`src/rtl/id_issue_queue_pkg.sv`:
```
// id_issue_queue_pkg: entry width, solo-flag position and lane bus layout shared by the issue queue files
package id_issue_queue_pkg;
  localparam int ENTRY_W = 64;
  localparam int SOLO_BIT = ENTRY_W - 1;
  localparam int LineIftToNextBusWidth = ENTRY_W;
  localparam int IftToNextBusWidth = 2 * LineIftToNextBusWidth;
  typedef logic [ENTRY_W-1:0] entry_t;
  function automatic logic is_solo(entry_t e);
    return e[SOLO_BIT];
  endfunction
endpackage

```
`src/rtl/id_issue_queue_issue_pick.sv`:
```
// id_issue_queue_issue_pick: pairing rule; e1/e2 head entries + cnt in, v1/v2 and zero-gated lane1/lane2 out
module id_issue_queue_issue_pick
  import id_issue_queue_pkg::*;
#(
  parameter int CW = 4
) (
  input  logic [ENTRY_W-1:0] e1,
  input  logic [ENTRY_W-1:0] e2,
  input  logic [CW-1:0]      cnt,
  output logic               v1,
  output logic               v2,
  output logic [ENTRY_W-1:0] lane1,
  output logic [ENTRY_W-1:0] lane2
);
  always_comb begin
    v1 = cnt != '0;
    v2 = cnt >= CW'(2) && !is_solo(e1) && !is_solo(e2);
    lane1 = v1 ? e1 : '0;
    lane2 = v2 ? e2 : '0;
  end
endmodule

```
`src/rtl/id_issue_queue.sv`:
```
// id_issue_queue: circular fetch-to-decode queue with dual issue; fetch pair in (pre_to_ibus), two lanes out (to_next_obus), flushes, count_o
module id_issue_queue
  import id_issue_queue_pkg::*;
#(
  parameter int DEPTH = 8
) (
  input  logic                         clk,
  input  logic                         rst,
  input  logic                         line1_pre_to_now_valid_i,
  input  logic                         line2_pre_to_now_valid_i,
  input  logic [IftToNextBusWidth-1:0] pre_to_ibus,
  output logic                         now_allowin_o,
  input  logic                         next_allowin_i,
  output logic                         line1_now_to_next_valid_o,
  output logic                         line2_now_to_next_valid_o,
  output logic [IftToNextBusWidth-1:0] to_next_obus,
  input  logic                         excep_flush_i,
  input  logic                         branch_flush_i,
  output logic [$clog2(DEPTH):0]       count_o
);
  localparam int AW = $clog2(DEPTH);
  localparam int CW = AW + 1;
  logic [ENTRY_W-1:0] mem [DEPTH];
  logic [AW-1:0] hd, tl, hd1, tl1;
  logic [CW-1:0] cnt;
  logic [1:0] push_n, pop_n;
  logic flush, v1, v2;
  logic [ENTRY_W-1:0] slot1, slot2, lane1, lane2;
  assign slot1 = pre_to_ibus[ENTRY_W-1:0];
  assign slot2 = pre_to_ibus[2*ENTRY_W-1:ENTRY_W];
  assign hd1 = hd + AW'(1);
  assign tl1 = tl + AW'(1);
  assign flush = excep_flush_i | branch_flush_i;
  assign now_allowin_o = cnt <= CW'(DEPTH - 2);
  assign push_n = now_allowin_o ? {1'b0, line1_pre_to_now_valid_i} + {1'b0, line2_pre_to_now_valid_i} : 2'd0;
  assign pop_n = next_allowin_i ? {1'b0, v1} + {1'b0, v2} : 2'd0;
  assign count_o = cnt;
  assign line1_now_to_next_valid_o = v1 & ~flush;
  assign line2_now_to_next_valid_o = v2 & ~flush;
  assign to_next_obus = {lane2, lane1};
  id_issue_queue_issue_pick #(.CW(CW)) u_pick (
    .e1(mem[hd]),
    .e2(mem[hd1]),
    .cnt(cnt),
    .v1(v1),
    .v2(v2),
    .lane1(lane1),
    .lane2(lane2)
  );
  always_ff @(posedge clk or posedge rst)
    if (rst) begin
      hd <= '0;
      tl <= '0;
      cnt <= '0;
    end else if (flush) begin
      hd <= '0;
      tl <= '0;
      cnt <= '0;
    end else begin
      hd <= hd + AW'(pop_n);
      tl <= tl + AW'(push_n);
      cnt <= cnt + CW'(push_n) - CW'(pop_n);
    end
  always_ff @(posedge clk) begin
    if (!flush && push_n != 2'd0) mem[tl] <= line1_pre_to_now_valid_i ? slot1 : slot2;
    if (!flush && push_n == 2'd2) mem[tl1] <= slot2;
  end
  assert property (@(posedge clk) disable iff (rst) cnt <= CW'(DEPTH) && CW'(pop_n) <= cnt + CW'(push_n));
endmodule

```
`config.mk`:
```
export PLATFORM = sky130hd
export DESIGN_NAME = id_issue_queue
export DESIGN_NICKNAME = d
export VERILOG_FILES = /design/src/rtl/id_issue_queue_pkg.sv /design/src/rtl/id_issue_queue_issue_pick.sv /design/src/rtl/id_issue_queue.sv
export SDC_FILE = /design/constraint.sdc
export NUM_CORES = 1
export LEC_CHECK = 0
export CAP_MARGIN = 5
export CORE_ASPECT_RATIO = 0.7
export CORE_MARGIN = 2
export CORE_UTILIZATION = 41
export CTS_BUF_LIST = sky130_fd_sc_hd__clkbuf_4 sky130_fd_sc_hd__clkbuf_8
export CTS_CLUSTER_SIZE = 12
export DETAILED_ROUTE_END_ITERATION = 8
export GPL_TIMING_DRIVEN = 0
export HOLD_SLACK_MARGIN = 0.12
export SYNTH_ARGS = -nofsm -noshare
export SYNTH_HDL_FRONTEND = slang
export SYNTH_SLANG_ARGS = --single-unit
```
`constraint.sdc`:
```
create_clock -name clk -period 12.6 [get_ports clk]
set_input_delay 3.78 -clock clk [delete_from_list [all_inputs] [get_ports clk]]
set_output_delay 3.78 -clock clk [all_outputs]
set_load 0.05 [all_outputs]
```
==> results of run 1 <==
-- logic make-up (layout without fill, tap and decap cells) --
kind of cell / after synthesis / in the layout / synth area share
mux: 1022 / 1022 / 0.392
fa+ha+maj: 16 / 16 / 0.00699
compound gates: 18 / 18 / 0.00623
simple gates: 487 / 487 / 0.0815
buf+inv: 225 / 689 / 0.0357
xor+xnor: 8 / 8 / 0.00236
flops: 522 / 522 / 0.475
other cells: 1 / 2 / 0.000114
-- synth_stat cells (2+ instances only) --
cell type and number:
nand3_1 254, a2111oi_4 2, buf_1 21, mux2_2 454
inv_1 16, or4_4 2, mux2_4 98, xnor2_1 5
buf_4 24, clkbuf_1 71, xor2_1 2, o21ai_0 3
nand2_1 5, nand2b_1 2, nor2_1 71, mux2i_1 315
o31ai_1 2, mux2_1 28, fa_1 4, dfrtp_1 10
mux4_2 127, buf_2 72, nand4_1 64, and4_1 2
nor3_1 27, and2_1 7, nor2b_1 5, a2111oi_2 2
edfxtp_1 512, ha_1 12, o21bai_1 3, o2111ai_1 2
buf_6 20, nor3_2 40
-- per-stage QoR --
stage                     setup TNS, ns  total power [W]
final                                 0          0.00638
after detailed placement              0          0.00484
after floorplan                       0          0.00385
after global routing                  0          0.00660
after CTS                             0          0.00640
after global placement         -1168.21          0.00481
-- critical path, stage by stage --
cell and delay, ns:
clkdlybuf4s50_1 0.43, or2_1 0.23, buf_2 0.18, nor4_2 0.32
clkdlybuf4s50_1 0.85
-- routing by layer --
layer  global-route usage  share of wire  vias up
li1                     -              -     9939
met1                0.387           0.41    12035
met2                0.439           0.45     1373
met3               0.0585          0.097      252
met4                0.103          0.034        2
met5                    0       0.000085        -
-- layout make-up --
cell class,count,area share
multi-input cells,1552,0.411
flip-flops and latches,522,0.396
repair buffers,300,0.0850
clock buffers,121,0.0376
well taps,1056,0.0335
plain buffers,208,0.0282
clock inverters,43,0.00685
inverters,17,0.00162
diodes,1,0.0000634
-- worst max-delay path by stage --
| stage | from | end | cells past startpoint |
|---|---|---|---|
| global placement | line1_pre_to_now_valid_i | mem[0][28] | 4 |
| global route | branch_flush_i | line2_now_to_next_valid_o | 5 |
| detailed placement | branch_flush_i | line2_now_to_next_valid_o | 5 |
| CTS | branch_flush_i | line2_now_to_next_valid_o | 5 |
| finish | branch_flush_i | line2_now_to_next_valid_o | 5 |
| floorplan | line1_pre_to_now_valid_i | mem[4][0] | 3 |
-- sequential cells by signal (all words and copies together), names as in the netlist --
| register | cells |
|---|---|
| tl | 3 |
| mem | 512 |
| hd | 3 |
| count_o | 4 |
-- where the power goes --
| group | switching (W) | leakage [nW] | internal (W) | total [W] |
|---|---|---|---|---|
| sequential | 0.0000237 | 4.75 | 0.00197 | 0.00199 |
| clock | 0.000741 | 0.908 | 0.000824 | 0.00157 |
| combinational | 0.00184 | 7.10 | 0.000987 | 0.00283 |
-- cell usage in the layout, fill, tap and decap left out, types with 71 or more instances in the layout --
cell type	instances
buf_2	72
mux2_4	98
clkdlybuf4s50_1	268
mux2i_1	315
clkbuf_8	92
edfxtp_1	512
mux4_2	127
clkbuf_1	71
nand3_1	254
nor2_1	71
mux2_2	454
==> results.sh, run 1 <==
export IMPL_outcome="completed"
export IMPL_setup_ws_ns=3.02
export IMPL_critPathLaunchType="primary input"
export IMPL_synth_flop_cell="edfxtp_1"
export IMPL_viasPerCell=6.18
export IMPL_post_place_ws_ns=2.99
export IMPL_final_util=0.499
export IMPL_synth_seq_area_share=0.475
export IMPL_reg2reg_depth=17
export IMPL_hold_path_class="reg -> reg"
export IMPL_ios=270
export IMPL_slew_limit_headroom=0.155
export IMPL_slew_violations=0
export IMPL_clock_path_buffers=3
export IMPL_worstMarginPinSlew_ns=1.26
export IMPL_ir_drop_mv=0.139
export IMPL_start_util=0.416
export IMPL_r2r_setup_slack_ns=8.04
export IMPL_ctsHoldBuffers=0
export IMPL_cts_tree="yes"
export IMPL_synth_area_top_cells="edfxtp_1, mux2_2, mux2i_1"
export IMPL_synth_warnings=0
export IMPL_hold_depth=3
export IMPL_syn_inst=2299
export IMPL_wirelength_um=117000
export IMPL_cp_data_arrival_time_ns=5.80
export IMPL_layout_min_cycle_time_ns=9.58
export IMPL_fin_cells=3820
export IMPL_hold_viol_final=0
export IMPL_seq_area_mm2=0.0156
export IMPL_drive_gt1_frac=0.370
export IMPL_fillers=6743
export IMPL_area_growth_pct=19.8
export IMPL_port_buffers=268
export IMPL_antenna_found_initial=3
export IMPL_hpwl_um=77600
export IMPL_avgSynthCellArea_um2=14.3
export IMPL_synth_top_cell_by_area="edfxtp_1"
export IMPL_fmax_mhz=104
export IMPL_netlist_area_leader_share=0.467
export IMPL_vias=23601
export IMPL_grtUsageTotal=0.281
export IMPL_die_area_mm2=0.0826
export IMPL_antenna_left=0
export IMPL_p_per_area_mw_per_mm2=162
export IMPL_ys_seq_elements=522
export IMPL_syn_nets=2450
export IMPL_fin_area_mm2=0.0394
export IMPL_synth_area_mm2=0.0329
export IMPL_nNetsFinal=2843
export IMPL_dp_cells=3655
export IMPL_setup_viol=0
export IMPL_drt_iter0_drc=2991
export IMPL_drv_cap=0
export IMPL_crit_type="in -> out"
export IMPL_rows=86
export IMPL_rsz0062_at_grt="false"
export IMPL_wl_per_cell_um=30.7
export IMPL_fin_worst_hold_slack_ns=0.705
export IMPL_cp_end_kind="output port"
export IMPL_gp_congestion=0.817
export IMPL_numCtsBuffers=91
export IMPL_critPathRequiredTime_ns=8.82
export IMPL_finalCritPeriodShare=0.760
export IMPL_core_area_mm2=0.0791
export IMPL_cts_resized=0
export IMPL_overflow=0
export IMPL_clkLatencyLatePin_ns=0.74
export IMPL_r2r_end="count_o[3]"
export IMPL_worstReg2RegStart="count_o[2]"
export IMPL_drc=0
export IMPL_root_buffer="clkbuf_8"
export IMPL_die_h_um=241
export IMPL_ys_async_sr_fraction=0.0192
export IMPL_clkSlewWorstSetupHoldPaths_ns=0.06
export IMPL_hold_start="tl[2]"
export IMPL_grt_max_degree=22
export IMPL_die_w_um=343
export IMPL_multiInputGateArea_mm2=0.0162
export IMPL_whs_endpoint="tl[2]"
export IMPL_path_max_fanout=8
export IMPL_power_leakage_nw=12.8
export IMPL_synth_edf_count=512
export IMPL_htree_levels=3
export IMPL_grt_pass1_wl_um=167000
export IMPL_dr_pass1_iters=5
export IMPL_grt_pass1_vias=24097
export IMPL_clock_skew_ns=0.0512
export IMPL_post_cts_buffers=0
export IMPL_cts_sinks=522
export IMPL_dpl_instance_area_mm2=0.0377
export IMPL_yosys_cell_types_count=49
(Power assumes the default switching activity.)
==> inputs of run 2 (changes only) <==
clock period = 8.25 ns   (was 12.6 ns; I/O delays follow)
==> run 2 against run 1 <==
Compared with the run above: clock-buffer cell count up 4; sequential power up 53%; non-clock buffer count down 1; core utilization down 0.079 points; worst setup slack worse by 2.0 ns; global-route usage down 0.44 points; first-iteration DRC count down 13%; sequential share of layout area up 0.063 points; clock power up 48%; cell area down 0.16%; register-to-register slack worse by 4.6 ns; critical path depth up 4.
==> results.sh, run 2 (synthesized netlist as in run 1, its figures left out) <==
export IMPL_seq_area_mm2=0.0156
export IMPL_die_area_mm2=0.0826
export IMPL_multiInputGateArea_mm2=0.0162
export IMPL_path_cells="ha_1 -> xnor2_1 -> buf_2 -> clkbuf_1 -> clkbuf_1 -> nand3_1 -> nand4_1 -> nor3_2 -> clkdlybuf4s50_1"
export IMPL_wirelength_um=116000
export IMPL_antenna_found_initial=0
export IMPL_clkSlewWorstSetupHoldPaths_ns=0.07
export IMPL_worstReg2RegStart="count_o[2]"
export IMPL_fillers=6723
export IMPL_hpwl_um=77500
export IMPL_whs_endpoint="count_o[0]"
export IMPL_p_per_area_mw_per_mm2=246
export IMPL_core_area_mm2=0.0791
export IMPL_diodes=0
export IMPL_ios=270
export IMPL_rows=86
export IMPL_dr_pass1_iters=6
export IMPL_fin_area_mm2=0.0394
export IMPL_cp_data_arrival_time_ns=4.79
export IMPL_clkLatencyLatePin_ns=0.71
export IMPL_fin_worst_hold_slack_ns=0.705
export IMPL_final_cell_mix="edfxtp_1, mux2_2, mux2i_1"
export IMPL_grt_pass1_vias=24314
export IMPL_viasPerCell=6.16
export IMPL_hold_path_class="reg -> reg"
export IMPL_grt_pass1_wl_um=164000
export IMPL_port_buffers=268
export IMPL_clock_skew_ns=0.0285
export IMPL_r2r_end="count_o[3]"
export IMPL_root_buffer="clkbuf_8"
export IMPL_htree_levels=3
export IMPL_cts_resized=0
export IMPL_critPathRequiredTime_ns=5.78
export IMPL_slew_violations=0
export IMPL_critPathLaunchType="flop"
export IMPL_start_util=0.416
export IMPL_cp_end_kind="output port"
export IMPL_busiest_layer="met2"
export IMPL_wl_per_cell_um=30.4
export IMPL_use_met2=0.440
export IMPL_gp_congestion=0.830
export IMPL_power_leakage_nw=12.7
export IMPL_layout_min_cycle_time_ns=7.26
export IMPL_reg2reg_depth=17
export IMPL_tns_ns=0
export IMPL_outcome="completed"
export IMPL_area_growth_pct=19.6
export IMPL_largest_register_ff_count=512
export IMPL_crit_type="reg -> out"
export IMPL_grt_util_met3=0.0485
export IMPL_rsz0062_at_grt="false"
export IMPL_regMostFlops="mem"
export IMPL_vias=23461
export IMPL_layout_commonest_cell="edfxtp_1"
export IMPL_hold_depth=2
export IMPL_slew_limit_headroom=0.0874
export IMPL_path_max_fanout=10
export IMPL_hold_start="count_o[0]"
export IMPL_dpl_instance_area_mm2=0.0377
export IMPL_worstMarginPinSlew_ns=1.36
export IMPL_numCtsBuffers=89
export IMPL_drt_iter0_drc=2597
export IMPL_finalCritPeriodShare=0.880
export IMPL_fmax_mhz=138
export IMPL_die_h_um=241
export IMPL_cts_sinks=522
export IMPL_hold_viol_final=0
export IMPL_globalRouteMet1Util=0.376
export IMPL_grt_max_degree=22
export IMPL_crit_path_start="hd[0]"
export IMPL_antenna_left=0
export IMPL_grtUsageTotal=0.277
export IMPL_die_w_um=343
export IMPL_ctsHoldBuffers=0
export IMPL_nNetsFinal=2840
export IMPL_r2r_setup_slack_ns=3.39
export IMPL_cts_tree="yes"
export IMPL_overflow=0
export IMPL_drv_cap=0
export IMPL_cp_slowest_cell="clkbuf_1"
export IMPL_drive_gt1_frac=0.371
export IMPL_ir_drop_mv=0.184
export IMPL_setup_viol=0
export IMPL_cp_common_cell="clkbuf_1"
export IMPL_clock_path_buffers=3
export IMPL_drc=0
export IMPL_slowest_delay_ns=0.77
export IMPL_post_cts_buffers=0
==> run 2: changes by cell type in the layout (fill, tap and decap cells not counted) <==
cell,before,now
buf_8,9,7
clkinvlp_4,5,2
inv_6,1,0
diode_2,1,0
buf_12,13,11
buf_16,10,13
clkbuf_4,29,32
clkinv_2,5,6
clkbuf_8,92,93
clkinv_1,29,23
bufinv_16,3,1
==> run 2: final cells by class <==
class / instances / area share
clock buffer: 125 / 0.0386
timing repair buffer: 299 / 0.0855
tap: 1056 / 0.0336
sequential: 522 / 0.397
clock inverter: 32 / 0.00410
multi-input combinational: 1552 / 0.412
buffer: 208 / 0.0282
inverter: 17 / 0.00162
==> run 2: how the worst max path moves through the flow <==
stage	slack, ns	cells after the start	endpoint
6_report	0.99	9	to_next_obus[104]
5_1_grt	0.75	10	to_next_obus[81]
4_1_cts	1.04	10	to_next_obus[85]
3_5_place_dp	1.32	5	line2_now_to_next_valid_o
3_3_place_gp	-6.36	4	mem[3][28]
2_1_floorplan	0.11	3	mem[3][0]
==> run 2: worst max-delay path: cells and delay by family (launching register included) <==
kind / cells / cell delay [ns]
and+or+nand+nor: 3 / 0.44
adders and majority gates: 1 / 0.28
DFF: 1 / 0.43
xor gates and xnor gates: 1 / 0.24
buffers and inverters: 4 / 2.67
==> run 2: per-layer routing <==
| layer | wire, um | vias up |
|---|---|---|
| li1 | - | 9910 |
| met1 | 47200 | 11962 |
| met2 | 53600 | 1319 |
| met3 | 10500 | 270 |
| met4 | 4440 | 0 |
| met5 | 0 | - |
==> run 2: metrics by stage <==
| stage | util | instances | worst slack, ns | total power (W) |
|---|---|---|---|---|
| after global placement | 0.467 | 3623 | -6.36 | 0.00736 |
| after global routing | 0.498 | 3811 | 0.749 | 0.00999 |
| after CTS | 0.498 | 3811 | 1.04 | 0.00968 |
| final | 0.498 | 3811 | 0.987 | 0.00968 |
| after detailed placement | 0.477 | 3654 | 1.32 | 0.00739 |
| after floorplan | - | 2299 | 0.114 | 0.00587 |
==> run 2: power by group <==
part | internal, W | leakage (nW) | switching, W | total (W)
clock network | 0.00121 | 0.890 | 0.00111 | 0.00232
registers | 0.00300 | 4.75 | 0.0000364 | 0.00304
logic | 0.00151 | 7.10 | 0.00281 | 0.00432
